===== config.mk =====
export PLATFORM = sky130hd
export DESIGN_NAME = snake_dir_ctrl
export DESIGN_NICKNAME = d
export VERILOG_FILES = /design/src/rtl/snake_dir_ctrl.sv
export SDC_FILE = /design/constraint.sdc
export NUM_CORES = 1
export LEC_CHECK = 0
export CELL_PAD_IN_SITES_DETAIL_PLACEMENT = 1
export CELL_PAD_IN_SITES_GLOBAL_PLACEMENT = 2
export CORE_MARGIN = 2
export CORE_UTILIZATION = 38
export CTS_CLUSTER_DIAMETER = 120
export DETAILED_ROUTE_END_ITERATION = 10
export DONT_BUFFER_PORTS = 1
export GPL_TIMING_DRIVEN = 0
export MAX_ROUTING_LAYER = met4
export PLACE_DENSITY = 0.73
export SKIP_LAST_GASP = 1
export SYNTH_ARGS = -nofsm -noshare
export SYNTH_HDL_FRONTEND = slang
export SYNTH_SLANG_ARGS = --single-unit

===== constraint.sdc =====
create_clock -name clk -period 2.1 [get_ports clk]
set_clock_uncertainty 0.15 [all_clocks]
set_input_delay 0.21 -clock clk [delete_from_list [all_inputs] [get_ports clk]]
set_output_delay 0.21 -clock clk [all_outputs]
set_load 0.005 [all_outputs]

===== src/rtl/snake_dir_ctrl.sv =====
// snake_dir_ctrl: direction input conditioner for the snake game engine.
// Each of the four raw buttons is synchronized through two flops and then
// debounced. A debounced press becomes a turn request. The request is
// accepted only if it is not a repeat and not a 180-degree reversal of the
// heading it would follow. Accepted turns are buffered, and one buffered
// turn is committed to dir_out on each game step strobe.
//
// Optional feature: SNAKE_TURN_QUEUE_EN
//   defined   : 2-entry turn FIFO. A request is checked against the newest
//               queued turn. A request that arrives while the FIFO is full
//               is dropped.
//   undefined : single pending slot. A request is checked against dir_out.
//               A newly accepted request overwrites the slot.
//
// Ports:
//   clk         in   system clock, rising edge
//   rst         in   asynchronous reset, active low
//   up/right/
//   down/left   in   raw push-buttons, asynchronous, active high
//   step        in   one-cycle game tick strobe
//   dir_out     out  committed heading (0=up 1=right 2=down 3=left)
//   dir_changed out  one-cycle pulse in the cycle after dir_out was updated
//   pending     out  number of buffered turns

// Per-button synchronizer, debouncer and press-edge detector.
module snake_btn_deb #(
    parameter int DEBOUNCE_CYCLES = 500000,
    parameter int CNT_W           = 19
) (
    input  logic clk,
    input  logic rst,
    input  logic raw,
    output logic press
);
    localparam logic [CNT_W-1:0] CNT_MAX = CNT_W'(DEBOUNCE_CYCLES - 1);

    logic             s1, s2, lvl, lvl_d;
    logic [CNT_W-1:0] cnt;

    always_ff @(posedge clk or negedge rst) begin
        if (!rst) begin
            s1    <= 1'b0;
            s2    <= 1'b0;
            lvl   <= 1'b0;
            lvl_d <= 1'b0;
            cnt   <= '0;
        end else begin
            s1    <= raw;
            s2    <= s1;
            lvl_d <= lvl;
            // The counter only runs while the synced input disagrees with
            // the debounced level. Any agreement restarts the count.
            if (s2 == lvl) begin
                cnt <= '0;
            end else if (cnt == CNT_MAX) begin
                lvl <= s2;
                cnt <= '0;
            end else begin
                cnt <= cnt + CNT_W'(1);
            end
        end
    end

    // Rising edge only. Releases do not produce an event.
    assign press = lvl & ~lvl_d;
endmodule

module snake_dir_ctrl #(
    parameter int         DEBOUNCE_CYCLES = 500000,
    parameter int         CNT_W           = 19,
    parameter logic [1:0] INIT_DIR        = 2'd1
) (
    input  logic       clk,
    input  logic       rst,
    input  logic       up,
    input  logic       right,
    input  logic       down,
    input  logic       left,
    input  logic       step,
    output logic [1:0] dir_out,
    output logic       dir_changed,
    output logic [1:0] pending
);
    // Bit index equals the direction code, so the lowest set bit is the
    // highest-priority request (up > right > down > left).
    logic [3:0] raw, press;
    assign raw = {left, down, right, up};

    genvar g;
    generate
        for (g = 0; g < 4; g++) begin : g_btn
            snake_btn_deb #(
                .DEBOUNCE_CYCLES(DEBOUNCE_CYCLES),
                .CNT_W          (CNT_W)
            ) u_deb (
                .clk  (clk),
                .rst  (rst),
                .raw  (raw[g]),
                .press(press[g])
            );
        end
    endgenerate

    logic       req_vld;
    logic [1:0] req;

    always_comb begin
        req_vld = |press;
        req     = 2'd0;
        for (int i = 3; i >= 0; i--) begin
            if (press[i]) req = 2'(i);
        end
    end

    logic [1:0] ref_dir;
    logic       accept;
    logic       pop;
    logic [1:0] nxt_dir;

`ifdef SNAKE_TURN_QUEUE_EN
    logic [1:0][1:0] q;
    logic            hd, tl;
    logic [1:0]      cnt;

    always_comb begin
        // With one pointer bit, the newest entry sits at tl-1, which is ~tl.
        ref_dir = (cnt != 2'd0) ? q[~tl] : dir_out;
        accept  = req_vld && (req != ref_dir) && (req != (ref_dir ^ 2'b10))
                  && (cnt != 2'd2);
        pop     = step && (cnt != 2'd0);
        nxt_dir = q[hd];
    end

    always_ff @(posedge clk or negedge rst) begin
        if (!rst) begin
            q   <= '0;
            hd  <= 1'b0;
            tl  <= 1'b0;
            cnt <= 2'd0;
        end else begin
            if (accept) begin
                q[tl] <= req;
                tl    <= ~tl;
            end
            if (pop) hd <= ~hd;
            case ({accept, pop})
                2'b10:   cnt <= cnt + 2'd1;
                2'b01:   cnt <= cnt - 2'd1;
                default: cnt <= cnt;
            endcase
        end
    end

    assign pending = cnt;
`else
    logic [1:0] slot;
    logic       slot_vld;

    always_comb begin
        ref_dir = dir_out;
        accept  = req_vld && (req != ref_dir) && (req != (ref_dir ^ 2'b10));
        pop     = step && slot_vld;
        nxt_dir = slot;
    end

    always_ff @(posedge clk or negedge rst) begin
        if (!rst) begin
            slot     <= 2'd0;
            slot_vld <= 1'b0;
        end else begin
            // A fresh request replaces whatever is waiting. If the slot is
            // committed in the same cycle, the new request stays behind
            // for the next step.
            if (accept) slot <= req;
            slot_vld <= accept | (slot_vld & ~pop);
        end
    end

    assign pending = {1'b0, slot_vld};
`endif

    always_ff @(posedge clk or negedge rst) begin
        if (!rst) begin
            dir_out     <= INIT_DIR;
            dir_changed <= 1'b0;
        end else begin
            dir_changed <= pop && (nxt_dir != dir_out);
            if (pop) dir_out <= nxt_dir;
        end
    end
endmodule


Word-level counts from Yosys, hierarchy flattened
Cells that the tools add are included.
Widths: inputs -> output; s select.
{ "word_totals": {"reg_bits": 98, "latchBits": 0, "ramBits": 0, "romBits": 0, "in_bits": 7, "memories": 0} }
{ "classes": {"add_sub_neg": 4, "multipliers": 0, "div_mod_pow": 0, "n_lt_le_gt_ge": 0, "n_eq_ne": 11, "n_shift": 0, "mux": 12, "bitwise": 16, "reduce_logical": 9} }
{ "op_table": {"columns": ["op", "n"], "rows": [
  ["$mux 19", 8],
  ["$add 19x1->19 const B", 4],
  ["$eq 19x19->1 const B", 4],
  ["$not 1->1", 10],
  ["$mux 2", 4],
  ["$reduce_and 2->1", 4],
  ["$ne 2x2->1", 3],
  ["$and 1x1->1", 5],
  ["$eq 1x1->1", 4],
  ["$logic_and 1x1->1", 4],
  ["$reduce_or 4->1", 1],
  ["$or 1x1->1", 1]
]} }

Depth between registers and ports, before layout
{ "depth": {"depth_word": 10, "ltp_mapped": 7, "mapped_depth_nobuf": 5} }

Modules after synthesis
A second synthesis with hierarchy kept.
{ "unflattened": {"hier_cells": 460, "area_unflattened_um2": 4768.3} }
{ "by_module_without_submodules": {"columns": ["mod", "n_inst", "cells_each", "area_per_inst_um2", "seq_area_each_um2"], "rows": [
  ["snake_btn_deb", 4, 107, 1111.1, 575.6],
  ["snake_dir_ctrl", 1, 32, 324.1, 151.4]
]} }

Worst setup path after synthesis
OpenSTA, ideal clock, no wires.
{ "synth_path": {"path_kind": "register to register", "startpoint": "register g_btn[1].u_deb.cnt[0]", "endpoint": "register g_btn[1].u_deb.cnt[10]", "arrival_time_ns": 1.812, "slack_ns": 0.016, "stages_incl_launch_ff": 8, "path_buffers": 2, "synth_period_minus_slack_ns": 2.084, "path_cell_list": "dfrtp_1 ha_1 and4_1 clkbuf_1 nand4_1 o21ai_1 buf_2 nor2_1"} }
{ "synth_between": {"elab_chain_cells": 3, "elab_cells_between_ends": 4, "cone_classes": "add/sub: 1; eq/ne: 1; mux: 2"} }
{ "synth_lines": {"columns": ["element", "line", "text"], "rows": [
  ["from (decl)", "38", "logic [CNT_W-1:0] cnt;"],
  ["from (signal assigned)", "59", "cnt <= cnt + CNT_W'(1);"],
  ["$add 19x1->19 / $eq 19x19->1 (equally long branches)", "59, 55", null],
  ["$mux 19 *", "55", "end else if (cnt == CNT_MAX) begin"],
  ["$mux 19 *", "53", "if (s2 == lvl) begin"]
]} }
Mark *: on every way between the ends. The rest lies on a longest branch, timed or not.
A chain may end at the register's enable or synchronous reset.

Worst setup path after layout
{ "layout_path": {"startpoint": "register g_btn[3].u_deb.cnt[4]", "endpoint": "register g_btn[3].u_deb.cnt[17]"} }
{ "layout_between": {"elab_chain_cells": 3, "elab_cells_between_ends": 4, "cone_classes": "add/sub: 1; eq/ne: 1; mux: 2"} }
{ "layout_lines": {"columns": ["element", "line"], "rows": [
  ["from (decl)", "38"],
  ["from (signal assigned)", "59"],
  ["$add 19x1->19 / $eq 19x19->1 (equally long branches)", "59, 55"],
  ["$mux 19 *", "55"],
  ["$mux 19 *", "53"]
]} }
Marked as above.

==> results.py <==
metrics = {
    "status": {
        "status": "complete, but fails checks",
        "violations": "hold timing",
    },
    "worst_setup_path": {
        "arrival_ps": 2160,
        "cp_max_fo": 8,
        "r2r_end": "g_btn[3].u_deb.cnt[17]$_DFF_PN0_",
        "r2r_slack_ps": 70,
        "cp_slowest_cell": "or4_1",
        "cp_cell_sequence": "nand3_2 > or4_1 > buf_6 > or4_4 > a21oi_2",
        "critPathKind": "reg2reg",
        "crit_buf_inv": 1,
        "rr_worst_depth": 5,
        "end_kind": "flip-flop",
        "cp_data_required_time_ps": 2220,
        "cpLargestDelayFamily": "simple AND/OR/NAND/NOR gates",
        "crit_path_start_kind": "flip-flop",
        "max_stage_delay_ps": 540,
        "reg2reg_from": "g_btn[3].u_deb.cnt[4]$_DFF_PN0_",
    },
    "floorplan": {
        "core_area_sq_mm": 0.01191,
        "die_width_um": 113.9,
        "io_pins": 12,
        "fp.dieH_um": 113.9,
        "die-area_sq_mm": 0.01297,
        "start_util": 0.3852,
        "core.rowCount": 40,
    },
    "placement": {
        "routabilityCongestion": 0.7306,
        "portBuffers": 0,
        "pre_cts_ws_ps": -611.4,
        "hpwl_um": 6251,
    },
    "sta": {
        "fin_ws_ps": 69.47,
        "finalCriticalPeriod_ps": 2031,
        "fin_crit_sh": 0.9669,
        "worst_hold_slack_ps": -592.3,
        "hold_viol_final": 98,
        "slew_violations": 0,
        "tns_ps": 0,
        "clock.fmax_mhz": 492.5,
        "rsz0062_at_grt": "yes",
        "setup_violations": 0,
    },
    "cts": {
        "hold_buffers": 5,
        "cts-root-buf": "clkbuf_16",
        "clk_latency_ps": 340,
        "numCtsBuffers": 9,
        "clockBufferDepth": 2,
        "clock_sinks": 98,
        "path_clk_slew_ps": 70,
        "cts_tree": "built",
        "ctsHtreeMaxLevel": 3,
    },
    "synth": {
        "synth_edf_count": 0,
        "synthFlopType": "dfrtp_1",
        "async_flop_share": 1.000,
        "syn_avg_cell_area_sq_um": 10.29,
        "ys_warn_count": 0,
        "yosysTopAreaCell": "dfrtp_1",
        "ys_ff_latch": 98,
        "yosysSeqAreaShare": 0.5348,
        "synth_top_area_frac": 0.5290,
        "synth.distinct_cells": 41,
        "syn_nets": 457,
        "syn-cell-area_sq_mm": 0.004588,
        "synth_common_cells": "97 x dfrtp_1, 49 x nor2_1, 29 x a21oi_1",
        "synth_cells": 446,
        "synthTopCellsByArea": "dfrtp_1 53%, xor2_1 5.3%, nor2_1 4.0%",
        "yosysMostFrequentCell": "dfrtp_1",
    },
    "drt": {
        "drt_wl_total_um": 9434,
        "dr_total_vias": 3313,
        "ant_nets": 0,
        "viasPerCell": 5.344,
        "first_pass_iters": 5,
        "first_iter_violations": 123,
        "wire_per_inst_um": 15.22,
        "drc_errors": 0,
    },
    "pwr": {
        "power.total_mw": 3.690,
        "p_per_area_mw_per_mm2": 703.4,
        "ir_drop_mv": 0.3601,
        "leakagePower_nw": 2.128,
    },
    "global_routing": {
        "grt_pass1_wl_um": 16990,
        "antenna_found_initial": 0,
        "grt.total_usage": 0.1682,
        "grt_max_degree": 99,
        "first_global_vias": 3571,
        "grt_overflow": 0,
    },
    "layout": {
        "area_delta_synth_final_pct": 14.34,
        "finish.utilization": 0.4404,
        "nNetsFinal": 479,
        "antennaDiodeCount": 0,
        "fillers": 1306,
        "drive_gt1_frac": 0.1268,
    },
    "job": {
        "max_cap_viol_count": 0,
    },
    "worst_hold_path": {
        "hold_path_class": "in2async",
    },
}
[registers in the layout, summed over array words and instances, names as in the netlist]
name,cells
g_btn.u_deb.cnt,76
g_btn.u_deb.lvl,4
g_btn.u_deb.lvl_d,4
g_btn.u_deb.s1,4
g_btn.u_deb.s2,4
dir_out,2
nxt_dir,2
dir_changed,1
slot_vld,1
[per-layer routing]
metal | global-route usage | share of wire | vias to the layer above
met5 | - | 0 | -
met4 | 0.06829 | 0.020 | 0
met3 | 0.03135 | 0.019 | 17
met2 | 0.2667 | 0.48 | 21
met1 | 0.2139 | 0.49 | 1643
li1 | - | - | 1632
[cell type report]
| class | instances | area, sq um | share of cell area |
|---|---|---|---|
| Buffer | 10 | 71.32 | 0.01359 |
| Multi-Input combinational cell | 322 | 2062 | 0.3930 |
| Clock buffer | 15 | 297.8 | 0.05676 |
| Tap cell | 147 | 183.9 | 0.03506 |
| Sequential cell | 98 | 2460 | 0.4689 |
| Inverter | 13 | 48.80 | 0.009301 |
| Clock inverter | 1 | 5.005 | 0.0009540 |
| Timing Repair Buffer | 14 | 117.6 | 0.02242 |
[cells in the final DEF (no fill, tap or decap), types with 4 or more instances in the layout]
master         count
dfrtp_1           92
nor2_1            49
a21oi_1           29
xor2_1            28
nand2_1           26
nand4_1           23
nand3_1           20
o21ai_0           20
xnor2_1           19
or3_1             16
inv_1             13
buf_4             13
or4_1             10
o31ai_1           10
and4_1             9
clkbuf_16          9
nor4_1             8
and2_1             6
mux2_2             6
nor2b_1            5
clkbuf_8           5
dfrtp_2            5
dlygate4sd3_1      5
nor3_1             4
clkbuf_1           4
ha_1               4
[cell families (layout without fill, tap and decap cells)]
family,Yosys count,in the layout,share of synthesized area
other cells,1,1,0.0008173
buf+inv,26,53,0.02536
flops,98,98,0.5348
xor+xnor,47,47,0.08972
compound gates,67,67,0.08808
mux,6,6,0.01472
fa+ha+maj,4,4,0.01091
simple gates,197,197,0.2356
[through the flow]
stage               std cells  instance area (sq um)
detailed placement        593                   4772
global placement          593                   4772
floorplan                 446                   4588
global route              620                   5246
CTS                       618                   5194
finish                    620                   5246
[power breakdown]
| group | internal [mW] | switching [mW] |
|---|---|---|
| Sequential | 1.91 | 0.0236 |
| Combinational | 0.0434 | 0.0531 |
| Clock | 0.965 | 0.691 |
| Total | 2.92 | 0.768 |
[worst max-delay path by stage]
stage	from	to	cells past startpoint
6_report	g_btn[3].u_deb.cnt[4]$_DFF_PN0_	g_btn[3].u_deb.cnt[17]$_DFF_PN0_	5
5_1_grt	g_btn[3].u_deb.cnt[0]$_DFF_PN0_	g_btn[3].u_deb.cnt[16]$_DFF_PN0_	5
4_1_cts	g_btn[3].u_deb.cnt[4]$_DFF_PN0_	g_btn[3].u_deb.cnt[17]$_DFF_PN0_	5
3_5_place_dp	g_btn[1].u_deb.cnt[0]$_DFF_PN0_	g_btn[1].u_deb.cnt[12]$_DFF_PN0_	7
3_3_place_gp	g_btn[1].u_deb.cnt[0]$_DFF_PN0_	g_btn[1].u_deb.cnt[9]$_DFF_PN0_	7
2_1_floorplan	g_btn[1].u_deb.cnt[0]$_DFF_PN0_	g_btn[1].u_deb.cnt[10]$_DFF_PN0_	7
[timing repair]
action | in CTS | in global routing
endpoints found under the hold margin | 104 | 98
setup buffers | 6 | 3
resized for setup | 6 | 15
pin swaps | 4 | 3
setup endpoints to repair | 68 | 45
(Power assumes the default switching activity.)
